`src/rtl/uart_tx_fifo.sv`:
```
// Buffered UART transmitter: a valid/ready word FIFO feeding a start/data/parity/stop
// serialiser timed by an external N_TICKS-per-bit tick enable.
//
// state    | meaning
// ---------+-----------------------------------------------------------
// S_IDLE   | line high; pops the next word as soon as the FIFO holds one
// S_START  | start bit (line low) for N_TICKS ticks
// S_DATA   | data bits, LSB first, N_TICKS ticks each
// S_PARITY | parity bit (even/odd) for N_TICKS ticks, skipped if none
// S_STOP   | stop level for NB_STOP*N_TICKS ticks; chains the next word
module uart_tx_fifo #(
  parameter int NB_DATA     = 8,
  parameter int NB_STOP     = 1,
  parameter int PARITY_MODE = 0,
  parameter int FIFO_DEPTH  = 4,
  parameter int N_TICKS     = 16
) (
  input  logic                          i_clock,
  input  logic                          i_reset,
  input  logic                          i_tick,
  input  logic [NB_DATA-1:0]            i_data,
  input  logic                          i_valid,
  output logic                          o_ready,
  output logic                          o_data,
  output logic                          o_busy,
  output logic                          o_done,
  output logic [$clog2(FIFO_DEPTH):0]   o_count
);

  localparam int PTR_W      = $clog2(FIFO_DEPTH);
  localparam int CNT_W      = PTR_W + 1;
  localparam int STOP_TICKS = NB_STOP * N_TICKS;
  localparam int TICK_W     = (STOP_TICKS > 1) ? $clog2(STOP_TICKS) : 1;
  localparam int BIT_W      = $clog2(NB_DATA);
  localparam bit HAS_PARITY = (PARITY_MODE == 1) || (PARITY_MODE == 2);
  localparam bit ODD_PARITY = (PARITY_MODE == 2);

  localparam logic [CNT_W-1:0]  DEPTH_C  = CNT_W'(FIFO_DEPTH);
  localparam logic [TICK_W-1:0] BIT_LIM  = TICK_W'(N_TICKS - 1);
  localparam logic [TICK_W-1:0] STOP_LIM = TICK_W'(STOP_TICKS - 1);
  localparam logic [BIT_W-1:0]  LAST_BIT = BIT_W'(NB_DATA - 1);

  typedef enum logic [2:0] {
    S_IDLE,
    S_START,
    S_DATA,
    S_PARITY,
    S_STOP
  } state_t;

  state_t              state_q, state_d;
  logic [NB_DATA-1:0]  shift_q, shift_d;
  logic                parity_q, parity_d;
  logic [TICK_W-1:0]   tick_cnt_q, tick_cnt_d;
  logic [BIT_W-1:0]    bit_cnt_q, bit_cnt_d;
  logic                data_q, data_d;
  logic                done_q, done_d;

  logic [NB_DATA-1:0]  mem [FIFO_DEPTH];
  logic [PTR_W-1:0]    wr_ptr_q, rd_ptr_q;
  logic [CNT_W-1:0]    count_q;

  logic                push, pop;
  logic                fifo_nempty;
  logic [NB_DATA-1:0]  fifo_word;
  logic                word_parity;
  logic [TICK_W-1:0]   tick_lim;
  logic                period_end;

  // Acceptance depends on the registered count only, so a pop never frees a slot early.
  assign o_ready     = (count_q < DEPTH_C);
  assign push        = i_valid && o_ready;
  assign fifo_nempty = (count_q != '0);
  assign fifo_word   = mem[rd_ptr_q];
  assign word_parity = (^fifo_word) ^ ODD_PARITY;

  assign o_data  = data_q;
  assign o_done  = done_q;
  assign o_busy  = (state_q != S_IDLE);
  assign o_count = count_q;

  always_ff @(posedge i_clock) begin
    if (push) begin
      mem[wr_ptr_q] <= i_data;
    end
  end

  always_ff @(posedge i_clock) begin
    if (i_reset) begin
      wr_ptr_q <= '0;
      rd_ptr_q <= '0;
      count_q  <= '0;
    end else begin
      if (push) begin
        wr_ptr_q <= wr_ptr_q + 1'b1;
      end
      if (pop) begin
        rd_ptr_q <= rd_ptr_q + 1'b1;
      end
      case ({push, pop})
        2'b10:   count_q <= count_q + 1'b1;
        2'b01:   count_q <= count_q - 1'b1;
        default: count_q <= count_q;
      endcase
    end
  end

  always_ff @(posedge i_clock) begin
    if (i_reset) begin
      state_q    <= S_IDLE;
      shift_q    <= '0;
      parity_q   <= 1'b0;
      tick_cnt_q <= '0;
      bit_cnt_q  <= '0;
      data_q     <= 1'b1;
      done_q     <= 1'b0;
    end else begin
      state_q    <= state_d;
      shift_q    <= shift_d;
      parity_q   <= parity_d;
      tick_cnt_q <= tick_cnt_d;
      bit_cnt_q  <= bit_cnt_d;
      data_q     <= data_d;
      done_q     <= done_d;
    end
  end

  always_comb begin
    state_d    = state_q;
    shift_d    = shift_q;
    parity_d   = parity_q;
    bit_cnt_d  = bit_cnt_q;
    tick_cnt_d = tick_cnt_q;
    done_d     = 1'b0;
    pop        = 1'b0;
    data_d     = 1'b1;

    tick_lim   = (state_q == S_STOP) ? STOP_LIM : BIT_LIM;
    period_end = i_tick && (tick_cnt_q == tick_lim);

    if (i_tick) begin
      tick_cnt_d = tick_cnt_q + 1'b1;
    end
    if (period_end) begin
      tick_cnt_d = '0;
    end

    case (state_q)
      S_IDLE: begin
        tick_cnt_d = '0;
        if (fifo_nempty) begin
          pop      = 1'b1;
          shift_d  = fifo_word;
          parity_d = word_parity;
          state_d  = S_START;
        end
      end
      S_START: begin
        if (period_end) begin
          bit_cnt_d = '0;
          state_d   = S_DATA;
        end
      end
      S_DATA: begin
        if (period_end) begin
          shift_d = shift_q >> 1;
          if (bit_cnt_q == LAST_BIT) begin
            state_d = HAS_PARITY ? S_PARITY : S_STOP;
          end else begin
            bit_cnt_d = bit_cnt_q + 1'b1;
          end
        end
      end
      S_PARITY: begin
        if (period_end) begin
          state_d = S_STOP;
        end
      end
      S_STOP: begin
        if (period_end) begin
          done_d = 1'b1;
          if (fifo_nempty) begin
            pop      = 1'b1;
            shift_d  = fifo_word;
            parity_d = word_parity;
            state_d  = S_START;
          end else begin
            state_d = S_IDLE;
          end
        end
      end
      default: begin
        state_d = S_IDLE;
      end
    endcase

    // Line level is taken from the next state so it moves on the same edge as the FSM.
    case (state_d)
      S_START:  data_d = 1'b0;
      S_DATA:   data_d = shift_d[0];
      S_PARITY: data_d = parity_d;
      default:  data_d = 1'b1;
    endcase
  end

endmodule

```
`config.mk`:
```
export PLATFORM = sky130hd
export DESIGN_NAME = uart_tx_fifo
export DESIGN_NICKNAME = d
export VERILOG_FILES = /design/src/rtl/uart_tx_fifo.sv
export SDC_FILE = /design/constraint.sdc
export NUM_CORES = 1
export LEC_CHECK = 0
export CORE_MARGIN = 4
export CORE_UTILIZATION = 40
export CTS_CLUSTER_SIZE = 10
export DETAILED_ROUTE_END_ITERATION = 10
export PLACE_DENSITY = 0.65
export SLEW_MARGIN = 20
export SYNTH_ARGS = -nofsm -noshare
export SYNTH_HDL_FRONTEND = slang
export SYNTH_SLANG_ARGS = --single-unit
```
`constraint.sdc`:
```
create_clock -name i_clock -period 2.45 [get_ports i_clock]
set_clock_uncertainty 0.15 [all_clocks]
set_input_delay 0.245 -clock i_clock [delete_from_list [all_inputs] [get_ports i_clock]]
set_output_delay 0.245 -clock i_clock [all_outputs]
set_load 0.02 [all_outputs]
```
==> results.toml <==
[status]
status = "finished, final reports clean"

[power]
leakagePower_uw = 0.00124
ir_drop_uv = 484
p_total_uw = 3570
power.density_nw_per_um2 = 1040

[floorplanning]
initial_core_util_pct = 41.1
core.rowCount = 30
die-area_um2 = 8340
fp.dieH_um = 91.4
core-area_um2 = 6760
io_pins = 19
die_w_um = 91.4

[cells_and_area]
final-seq-area_um2 = 1570
area_delta_synth_final_pct = 23.2
layout_common_cells = "edfxtp_1, dfxtp_1, buf_4"
fill_cells = 623
layout.nets = 288
diodes = 0
final_common_cell = "edfxtp_1"
layout.cells.non_filler = 352
multi_input_area_um2 = 1150
drive_gt1_share_pct = 19.9

[route]
routed_wl_um = 5050
dr_total_vias = 1846
viasPerCell = 5.24
avgRoutedWirePerCell_um = 14.4
first_iter_violations = 54
ant_nets = 0
drc = 0
drt_pre_antenna_iters = 4

[logic_synthesis]
ys_ff_latch = 62
postSynthCellCount = 227
synth_simple_gate_area_share_pct = 12.0
ys_seq_area_share_pct = 56.2
yosys_warnings = 0
synth_top_cell_by_area = "edfxtp_1"
ys_types = 46
muxShareOfSynthArea_pct = 9.28
synth_top_cell_area_share_pct = 34.6
ys.flop_type = "edfxtp_1"
synth_edf_count = 32
netlist_area_um2 = 2780
synth-compound-area-share_pct = 9.91
synth_nets = 248
synth-xor-area-share_pct = 4.73
async_flop_share_pct = 0
syn_avg_cell_area_um2 = 12.2
synth_top_family_by_area = "simple AND/OR/NAND/NOR gates"
ys_top_cells_by_area = "edfxtp_1, dfxtp_1, mux4_1"
synthAdderAreaFrac_pct = 4.32

[clock_tree]
cts_buffers = 9
cts_root_buf = "clkbuf_8"
insertion_delay_ns = 0.35
clkSinkCount = 62
htreeDepth = 3
cts_tree = "done"
cts_buffer_depth = 2
cts_hold_buffers = 0
clk_pin_slew_ns = 0.07

[worst_setup_path]
r2r-end = "o_count[2]"
r2r_cells = 9
cp_max_fo = 3
reg2reg_slack_ns = 0.01
worstSetupStartpointType = "flop"
worstReg2RegStart = "tick_cnt_q[0]"
end_kind = "flop"
critPathRequiredTime_ns = 2.58
path_class = "reg -> reg"
cp.arrival_ns = 2.57

[sta]
hold_viol = 0
setup_ws_ns = 0.0113
setup_viol_count_final = 0
rsz0062_at_grt = "true"
min_period_ns = 2.44
fmax_ghz = 0.410
final_max_slew_viol_count = 0
min_period_over_period_pct = 99.5
tightest_slew_ns = 0.459
relSlewSlack_pct = 69.3

[placement]
dp_hpwl_um = 3590
place_inst = 333
gp_congestion = 0.824
port_buffers = 18
dp_slack_ns = -0.273

[global_routing]
grt_pass1_vias = 1901
overflow = 0
grt_usage_pct = 13.4
grt_max_degree = 27
antenna_found_initial = 0
grt_pass1_wl_um = 8760

[hold_path]
min_from = "shift_q[5]"
holdPathEnd = "shift_q[5]"
hold_path_depth = 2
hp-class = "reg -> reg"

[flow_run]
cap_violations = 0
-- cells in the mapped netlist, types with 2 or more instances --
library cell,number
nor2b_1,2
a211oi_1,2
buf_1,2
o211ai_1,6
dfxtp_1,30
nand2_1,14
and2_1,5
nor3_1,5
a31oi_1,5
clkbuf_1,8
inv_1,10
a22oi_1,4
nand4_1,2
o21ai_0,3
a21oi_1,7
edfxtp_1,32
a22o_1,2
xor2_1,5
or3_1,3
nor2_1,23
mux2i_1,4
nand3_1,7
ha_1,8
xnor2_1,10
mux4_1,7
-- registers in the layout, indices dropped and copies added (netlist names), named ones only --
signal	count
mem	32
bit_cnt_q	3
wr_ptr_q	2
parity_q	1
o_data	1
o_done	1
state_q	3
shift_q	8
o_count	3
rd_ptr_q	2
tick_cnt_q	4
-- metrics by stage --
step	hold WS, ns	util [%]	setup TNS (ns)	instance area (um2)
floorplan	0.194	-	0	2810
global placement	0.307	47.2	-0.242	3190
detailed placement	0.318	47.2	-0.417	3190
CTS	0.327	50.2	0	3390
global route	0.350	50.7	-0.104	3420
finish	0.325	50.7	0	3420
-- worst max-delay path by stage --
stage          depth (start not counted)  slack, ns         end          start
4_1_cts                                9       0.05  o_count[2]  tick_cnt_q[1]
6_report                               9       0.01  o_count[2]  tick_cnt_q[0]
3_5_place_dp                           9      -0.27  o_count[2]         i_tick
3_3_place_gp                           9      -0.19  o_count[2]         i_tick
2_1_floorplan                          9      0.008  o_count[2]  tick_cnt_q[1]
5_1_grt                                9      -0.10  o_count[2]  tick_cnt_q[0]
-- final cells by class --
class	count	share of cell area [%]
clock buffer	9	3.62
inverter	10	1.10
tap	80	2.92
multi-input combinational	142	33.6
sequential	62	45.9
timing repair buffer	42	10.5
clock inverter	7	2.38
-- critical path: stages, from the launching register on --
cell	delay, ns
dfxtp_4	0.37
ha_4	0.14
nand4_4	0.09
a2111oi_4	0.40
ha_2	0.25
inv_1	0.05
fa_2	0.33
xor2_1	0.15
or3_1	0.32
a21oi_2	0.11
-- repair_timing --
item | CTS | global route
setup endpoints to repair | 0 | 1
hold endpoints to repair | 0 | 0
resized for setup | 0 | 3
buffers inserted | 0 | 3
-- layer usage --
layer | routed length [um] | GRT usage (%) | share of wire (%)
met5 | 0 | 0 | 0
met4 | 87 | 5.53 | 1.7
met3 | 209 | 5.05 | 4.1
met2 | 2600 | 22.7 | 51
met1 | 2150 | 15.2 | 43
-- kinds of logic after synthesis --
group	count (synthesis)
multiplexers	13
flip-flops	62
AO/OA/AOI/OAI	37
AND/OR/NAND/NOR	68
adder cells (fa/ha/maj)	9
XOR/XNOR	15
buffers and inverters	23
-- power breakdown --
part	switching [uW]	total, uW	internal [uW]
Combinational	615	1270	652
Clock	431	912	481
Sequential	118	1400	1280
No activity file was read; power rests on OpenSTA's default activity.
